## src/rtl/seq_detect_pkg.sv

```systemverilog
// Shared types and constants for the serial pattern detector run controller.
package seq_detect_pkg;

  typedef enum logic [1:0] {
    S_IDLE = 2'd0,
    S_RUN  = 2'd1,
    S_DONE = 2'd2
  } state_t;

  localparam int DEF_PAT_W   = 4;
  localparam int DEF_CNT_W   = 8;
  localparam int DEF_TO_W    = 16;
  localparam int RST_TARGET  = 1;
  localparam int RST_TIMEOUT = 0;

endpackage

```

## src/rtl/seq_match_core.sv

```systemverilog
// Serial history shift register, fill counter and pattern compare.
module seq_match_core
  import seq_detect_pkg::*;
#(
  parameter int PAT_W = DEF_PAT_W
) (
  input  logic             clk,
  input  logic             rstn,
  input  logic             clr,
  input  logic             en,
  input  logic             din,
  input  logic [PAT_W-1:0] pattern,
  output logic             match
);

  localparam int FILL_W = $clog2(PAT_W + 1);

  logic [PAT_W-1:0]  history;
  logic [FILL_W-1:0] fill;
  logic [PAT_W-1:0]  next_hist;

  assign next_hist = {history[PAT_W-2:0], din};

  // fill >= PAT_W-1 means this bit completes a full window of real samples
  assign match = en && (next_hist == pattern) && (fill >= FILL_W'(PAT_W - 1));

  always_ff @(posedge clk) begin
    if (!rstn || clr) begin
      history <= '0;
      fill    <= '0;
    end else if (en) begin
      history <= next_hist;
      if (fill != FILL_W'(PAT_W)) fill <= fill + FILL_W'(1);
    end
  end

endmodule

```

## src/rtl/seq_detect_ctrl.sv

```systemverilog
// Run controller: config registers, run FSM, hit counter and timeout counter.
module seq_detect_ctrl
  import seq_detect_pkg::*;
#(
  parameter int PAT_W = DEF_PAT_W,
  parameter int CNT_W = DEF_CNT_W,
  parameter int TO_W  = DEF_TO_W
) (
  input  logic             clk,
  input  logic             rstn,
  input  logic             cfg_valid,
  output logic             cfg_ready,
  input  logic [PAT_W-1:0] cfg_pattern,
  input  logic [CNT_W-1:0] cfg_target,
  input  logic [TO_W-1:0]  cfg_timeout,
  input  logic             start,
  input  logic             abort,
  input  logic             din,
  input  logic             din_valid,
  output logic             hit,
  output logic [CNT_W-1:0] hit_count,
  output logic             busy,
  output logic             done,
  output logic             timeout_flag
);

  state_t           state;
  logic [PAT_W-1:0] pattern_q;
  logic [CNT_W-1:0] target_q;
  logic [TO_W-1:0]  timeout_q;
  logic [TO_W-1:0]  to_cnt;
  logic             match;
  logic             core_clr;
  logic             core_en;
  logic             tgt_hit;
  logic             to_hit;

  assign cfg_ready = (state == S_IDLE);
  assign core_clr  = (state == S_IDLE) && start && !abort;
  assign core_en   = (state == S_RUN) && din_valid && !abort;
  assign tgt_hit   = match && (target_q != '0) && (hit_count + CNT_W'(1) == target_q);
  assign to_hit    = (timeout_q != '0) && (to_cnt == timeout_q - TO_W'(1));

  seq_match_core #(.PAT_W(PAT_W)) u_core (
    .clk     (clk),
    .rstn    (rstn),
    .clr     (core_clr),
    .en      (core_en),
    .din     (din),
    .pattern (pattern_q),
    .match   (match)
  );

  always_ff @(posedge clk) begin
    if (!rstn) begin
      state        <= S_IDLE;
      pattern_q    <= '0;
      target_q     <= CNT_W'(RST_TARGET);
      timeout_q    <= TO_W'(RST_TIMEOUT);
      to_cnt       <= '0;
      hit          <= 1'b0;
      hit_count    <= '0;
      busy         <= 1'b0;
      done         <= 1'b0;
      timeout_flag <= 1'b0;
    end else if (abort) begin
      state <= S_IDLE;
      hit   <= 1'b0;
      done  <= 1'b0;
      busy  <= 1'b0;
    end else begin
      hit  <= 1'b0;
      done <= 1'b0;
      case (state)
        S_IDLE: begin
          if (cfg_valid) begin
            pattern_q <= cfg_pattern;
            target_q  <= cfg_target;
            timeout_q <= cfg_timeout;
          end
          if (start) begin
            state        <= S_RUN;
            busy         <= 1'b1;
            hit_count    <= '0;
            to_cnt       <= '0;
            timeout_flag <= 1'b0;
          end
        end
        S_RUN: begin
          to_cnt <= to_cnt + TO_W'(1);
          if (match) begin
            hit <= 1'b1;
            if (hit_count != '1) hit_count <= hit_count + CNT_W'(1);
          end
          // target completion outranks a timeout landing on the same edge
          if (tgt_hit) begin
            state        <= S_DONE;
            busy         <= 1'b0;
            done         <= 1'b1;
            timeout_flag <= 1'b0;
          end else if (to_hit) begin
            state        <= S_DONE;
            busy         <= 1'b0;
            done         <= 1'b1;
            timeout_flag <= 1'b1;
          end
        end
        S_DONE:  state <= S_IDLE;
        default: state <= S_IDLE;
      endcase
    end
  end

endmodule
```

## config.mk

```make
export PLATFORM = sky130hd
export DESIGN_NAME = seq_detect_ctrl
export DESIGN_NICKNAME = d
export VERILOG_FILES = /design/src/rtl/seq_detect_pkg.sv /design/src/rtl/seq_match_core.sv /design/src/rtl/seq_detect_ctrl.sv
export SDC_FILE = /design/constraint.sdc
export NUM_CORES = 1
export LEC_CHECK = 0
export CORE_MARGIN = 2
export CORE_UTILIZATION = 45
export CTS_BUF_LIST = sky130_fd_sc_hd__clkbuf_4
export CTS_CLUSTER_DIAMETER = 40
export DETAILED_ROUTE_END_ITERATION = 8
export GPL_ROUTABILITY_DRIVEN = 1
export HOLD_SLACK_MARGIN = 0.02
export PLACE_DENSITY = 0.73
export SYNTH_ARGS = -nofsm -noshare
export SYNTH_HDL_FRONTEND = slang
export SYNTH_SLANG_ARGS = --single-unit
export TNS_END_PERCENT = 50
```

## constraint.sdc

```tcl
create_clock -name clk -period 2.99 [get_ports clk]
set_clock_uncertainty 0.15 [all_clocks]
set_input_delay 0.4485 -clock clk [delete_from_list [all_inputs] [get_ports clk]]
set_output_delay 0.4485 -clock clk [all_outputs]
set_load 0.01 [all_outputs]
```

=== Word-level counts from Yosys, hierarchy flattened ===
Index checks and enable logic that the tools add are counted.
Widths: inputs -> output; s select.

* $add $sub $neg: 4
* Multipliers: 0
* Divide/modulo/power cells: 0
* Order comparisons: 1
* Equality and inequality tests: 10
* Shift operators: 0
* Mux-type cells: 21
* Bitwise gates (word level): 3
* Reduce and logical (&&, ||, !) cells: 25

{| class="wikitable"
|+ Operator list
! cell !! number
|-
| $pmux 16 s2 || 1
|-
| $mux 8 || 3
|-
| $add 16x1->16 const B || 1
|-
| $eq 16x16->1 || 1
|-
| $mux 16 || 1
|-
| $pmux 8 s2 || 1
|-
| $reduce_bool 16->1 || 1
|-
| $sub 16x1->16 const B || 1
|-
| $logic_and 1x1->1 || 9
|-
| $mux 1 || 9
|-
| $reduce_and 3->1 || 3
|-
| $add 8x1->8 const B || 1
|-
| $eq 8x8->1 || 1
|-
| $ne 8x8->1 const B || 1
|-
| $reduce_bool 8->1 || 1
|-
| $mux 2 || 3
|-
| $ne 3x3->1 const B || 2
|-
| $reduce_and 5->1 || 1
|-
| $eq 4x4->1 || 1
|-
| $ne 2x1->1 const B || 2
|-
| $pmux 1 s2 || 2
|-
| $pmux 2 s2 || 1
|-
| $reduce_and 2->1 || 2
|-
| $reduce_and 4->1 || 1
|-
| other kinds (11) || 14
|}

* Bits in registers: 64
* Latch bits: 0
* Memory bits (writable): 0
* ROM bits: 0
* Input bits: 35
* Output and inout port bits: 13
* Word-level logic and storage cells: 76
* Memories: 0

=== Logic depth before layout (Yosys ltp) ===
* Depth after elaboration: 9
* Depth in mapped cells: 9
* Depth with buffers taken out: 9

=== Cells and area by module ===
From an unflattened synthesis, not the netlist that was laid out.

* Cells, all modules: 431
* Area, all modules: 3372.0 um^2

{| class="wikitable"
|+ By module, submodules not included
! module !! times used !! cells an instance !! area an instance (um^2) !! sequential area each (um^2)
|-
| seq_detect_ctrl || 1 || 395 || 3024.2 || 1161.1
|-
| seq_match_core || 1 || 36 || 347.8 || 120.1
|}

=== Least setup slack after synthesis ===
Ideal clock, no wire load.

* Path kind: reg-to-reg
* From: reg timeout_q[0]
* To: reg done
* Setup time: 0.070 ns
* Arrival: 2.321 ns
* Required time: 2.770 ns
* Setup slack: 0.449 ns
* Stages on the path, launching flop included: 8
* Buffers on the path: 0
* Clock period less this slack: 2.541 ns
* Path through: dfxtp_1 -> or4_4 -> nor4_1 -> xnor2_1 -> a32oi_1 -> or4_4 -> or3_4 -> a21oi_1

* Cells in the longest elaborated chain, start to end: 5
* Elaborated cells on any way between the ends: 6
* Classes of those cells: add/sub (1); eq/ne (1); mux (2); reduce/logical (2)

{| class="wikitable"
|+ Ends and longest elaborated chain
! item !! line !! source
|-
| start: declaration || seq_detect_ctrl.sv:30 || <nowiki>logic [TO_W-1:0] timeout_q;</nowiki>
|-
| start signal: assignment || seq_detect_ctrl.sv:59 || <nowiki>timeout_q <= TO_W'(RST_TIMEOUT);</nowiki>
|-
| start signal: assignment || seq_detect_ctrl.sv:79 || <nowiki>timeout_q <= cfg_timeout;</nowiki>
|-
| $sub 16x1->16 || seq_detect_ctrl.sv:42 || <nowiki>assign to_hit = (timeout_q != '0) && (to_cnt == timeout_q - TO_W'(1));</nowiki>
|-
| $eq 16x16->1 || seq_detect_ctrl.sv:42 ||
|-
| $logic_and 1x1->1 * || seq_detect_ctrl.sv:42 ||
|-
| $mux 1 * || seq_detect_ctrl.sv:101 || <nowiki>end else if (to_hit) begin</nowiki>
|-
| $mux 1 * || seq_detect_ctrl.sv:96 || <nowiki>if (tgt_hit) begin</nowiki>
|-
| end signal: assignment || seq_detect_ctrl.sv:64 || <nowiki>done <= 1'b0;</nowiki>
|-
| end signal: assignment || seq_detect_ctrl.sv:99 || <nowiki>done <= 1'b1;</nowiki>
|-
| end signal: assignment || seq_detect_ctrl.sv:104 || <nowiki>done <= 1'b1;</nowiki>
|-
| end: declaration || seq_detect_ctrl.sv:23 || <nowiki>output logic done,</nowiki>
|}

Mark *: on every way between the ends. The rest lies on a longest branch, timed or not.
A chain may end at the register's enable or synchronous reset.

=== Final worst setup path ===
* From: reg timeout_q[0]
* To: reg state[1]

* Cells in the longest elaborated chain, start to end: 5
* Elaborated cells on any way between the ends: 6
* Classes of those cells: add/sub (1); eq/ne (2); reduce/logical (3)

{| class="wikitable"
|+ Ends and longest elaborated chain
! item !! line !! source
|-
| $sub 16x1->16 || seq_detect_ctrl.sv:42 ||
|-
| $eq 16x16->1 || seq_detect_ctrl.sv:42 ||
|-
| $logic_and 1x1->1 * || seq_detect_ctrl.sv:42 ||
|-
| $ne 3x3->1 (no line) * || n/a ||
|-
| $reduce_and 2->1 (no line) * || n/a ||
|-
| end signal: assignment || seq_detect_ctrl.sv:56 || <nowiki>state <= S_IDLE;</nowiki>
|-
| end signal: assignment || seq_detect_ctrl.sv:67 || <nowiki>state <= S_IDLE;</nowiki>
|-
| end signal: assignment || seq_detect_ctrl.sv:82 || <nowiki>state <= S_RUN;</nowiki>
|-
| end: declaration || seq_detect_ctrl.sv:27 || <nowiki>state_t state;</nowiki>
|}

Marked as above.

==> out/metrics.yaml <==
cp_num_buf_inv: 0
min_period_over_period: 0.920
drv_cap: 0
dr_total_vias: 3080
yosys.area_share.simple: 0.274
setup_viol: 0
cts_root_buf: "clkbuf_4"
totalWireLength_um: 7780
initial_core_util: 0.462
slowest_delay_ns: 0.61
path_depth: 7
track_usage: 0.201
grt_pass1_vias: 2862
wl_per_cell_um: 13.7
grt_max_degree: 38
arrival_ns: 2.93
whs_ns: 0.327
slew_viol_final: 0
cts_resized: 0
layout-drive-gt1-share: 0.0702
timing.rr.end: "state[1]"
dieArea_um2: 8160
cts_setup_buffers: 0
critical_path_class: "flop to flop"
ys_seq_elements: 64
die_w_um: 90.3
start_kind: "flop"
min_to: "pattern_q[1]"
fillers: 683
syn-num-nets: 456
holdBufCountCts: 0
ff2ff_setup_slack_ns: 0.24
ys_seq_area_frac: 0.382
hold_depth: 2
io_pins: 48
reg2reg_from: "timeout_q[0]"
clock_path_buffers: 2
critPathMaxFanout: 6
core_um2: 7250
grt_pass1_wl_um: 13300
port_buffers: 47
nNetsFinal: 508
yosys.area_share.xor_xnor: 0.120
worstPathCellList: "or4_4 > nor4_1 > xnor2_1 > a32oi_1 > or4_4 > or3_4 > a21oi_1"
fin_tns_setup_ns: 0
synth.distinct_cells: 52
path_clk_slew_ns: 0.10
tritoncts: "yes"
crit_top_cell: "or4_4"
h-tree-depth: 3
powerDensity_nw_per_um2: 405
finalHoldViolations: 0
synth_flop_cell: "dfxtp_1"
synthAdderAreaFrac: 0.0224
fp.dieH_um: 90.3
synth_edf_count: 0
synth_top_family_by_area: "simple AND/OR/NAND/NOR gates"
reg2regPathDepth: 7
rsz0062_at_grt: "false"
period_minus_slack_ns: 2.75
final_cell_mix: "73 x nand2_1, 64 x dfxtp_1, 48 x a21oi_1, 47 x clkdlybuf4s50_1, 35 x nor2_1"
synth_area_per_cell_um2: 8.08
crit_path_top_delay_cell: "or4_4"
drtAntennaViolNets: 0
grt_overflow: 0
critPathCaptureType: "flop"
vias_per_cell: 5.41
hold_start: "pattern_q[1]"
leakagePower_nw: 1.48
synth_mux_area_frac: 0.0213
globalplace.congestion: 0.902
synth_cells: 415
yosys_warnings: 0
tightest_slew_ns: 0.692
hpwl_um: 5750
route.detailed.drc: 0
synth.cell_area_um2: 3350
synth_compound_area_frac: 0.153
critPathTopFamily: "simple AND/OR/NAND/NOR gates"
slew-limit-headroom: 0.536
clk_latency_ns: 0.40
worstHoldPathType: "flop to flop"
first_pass_iters: 5
cts_sinks: 64
final_common_cell: "nand2_1"
syn2layout_area_growth_pct: 21.0
outcome: "complete, no violations"
antenna_found_initial: 0
cp.required_ns: 3.17
async_flop_share: 0
fmax_ghz: 0.363
antenna_cells: 0
cts_buffers: 9
drtIter0Drc: 157
rows: 31
peakVddDrop_mv: 0.204
-- metal layers --
metal / wire, um / track usage
met3: 384 / 0.0626
met5: 0 / 0
met4: 108 / 0.0615
met2: 3600 / 0.322
met1: 3680 / 0.259
-- tightest hold or removal path: stages (launching register included) --
cell and delay [ns]:
dfxtp_1 0.33, nand2_1 0.06, a21oi_1 0.05
-- flip-flops by register name, indices dropped and copies added, names as in the netlist --
register / cells
timeout_flag: 1
target_q: 8
busy: 1
u_core.fill: 3
state: 2
timeout_q: 16
u_core.history: 3
pattern_q: 4
to_cnt: 16
hit_count: 8
hit: 1
done: 1
-- synthesized netlist by cell type, types with 3 or more instances --
master / n / share of area
a211oi_1: 7 / 0.016
a21oi_1: 48 / 0.072
a31oi_1: 4 / 0.0075
and3_1: 8 / 0.015
clkbuf_1: 14 / 0.016
dfxtp_1: 64 / 0.38
ha_1: 6 / 0.022
inv_1: 9 / 0.010
mux2i_1: 6 / 0.018
nand2_1: 73 / 0.082
nand2b_1: 3 / 0.0056
nand3_1: 14 / 0.021
nand4_1: 9 / 0.017
nor2_1: 35 / 0.039
nor3_1: 7 / 0.010
nor4_1: 5 / 0.0093
o21ai_0: 9 / 0.013
or3_1: 5 / 0.0093
xnor2_1: 21 / 0.055
xor2_1: 25 / 0.065
-- power by group --
part / total (mW) / internal, mW / switching, mW
combinational: 0.273 / 0.136 / 0.137
clock: 0.468 / 0.187 / 0.281
sequential: 0.900 / 0.872 / 0.0278
-- layout make-up --
cell class / count / area [um2] / share of cell area
Timing Repair Buffer: 56 / 538 / 0.133
Clock inverter: 2 / 8.76 / 0.00216
Inverter: 9 / 33.8 / 0.00833
Multi-Input combinational cell: 327 / 1980 / 0.488
Tap cell: 99 / 124 / 0.0305
Clock buffer: 12 / 90.1 / 0.0222
Sequential cell: 64 / 1280 / 0.316
-- kinds of logic (layout without fill, tap and decap cells) --
group / count (synthesis) / count (layout)
and+or+nand+nor: 181 / 181
xor gates and xnor gates: 46 / 46
muxes: 7 / 7
AOI/OAI and AO/OA: 87 / 87
DFF: 64 / 64
buffers and inverters: 24 / 79
adders and majority gates: 6 / 6
-- per-stage QoR --
step | setup WS [ns] | power, mW | area (um2) | util | cells
floorplan | 0.449 | 1.09 | 3350 | - | 415
global placement | 0.191 | 1.19 | 3960 | 0.546 | 555
detailed placement | 0.0798 | 1.19 | 3960 | 0.546 | 555
CTS | 0.231 | 1.66 | 4060 | 0.559 | 569
global route | 0.0626 | 1.73 | 4060 | 0.559 | 569
finish | 0.238 | 1.64 | 4060 | 0.559 | 569
-- worst max-delay path by stage --
stage                       from           end  slack [ns]
global route        timeout_q[0]          done        0.06
floorplan           timeout_q[0]          done        0.45
CTS                 timeout_q[0]      state[1]        0.23
global placement           abort  timeout_flag        0.19
detailed placement         abort  timeout_flag        0.08
finish              timeout_q[0]      state[1]        0.24
Power figures use the tool's default switching activity.
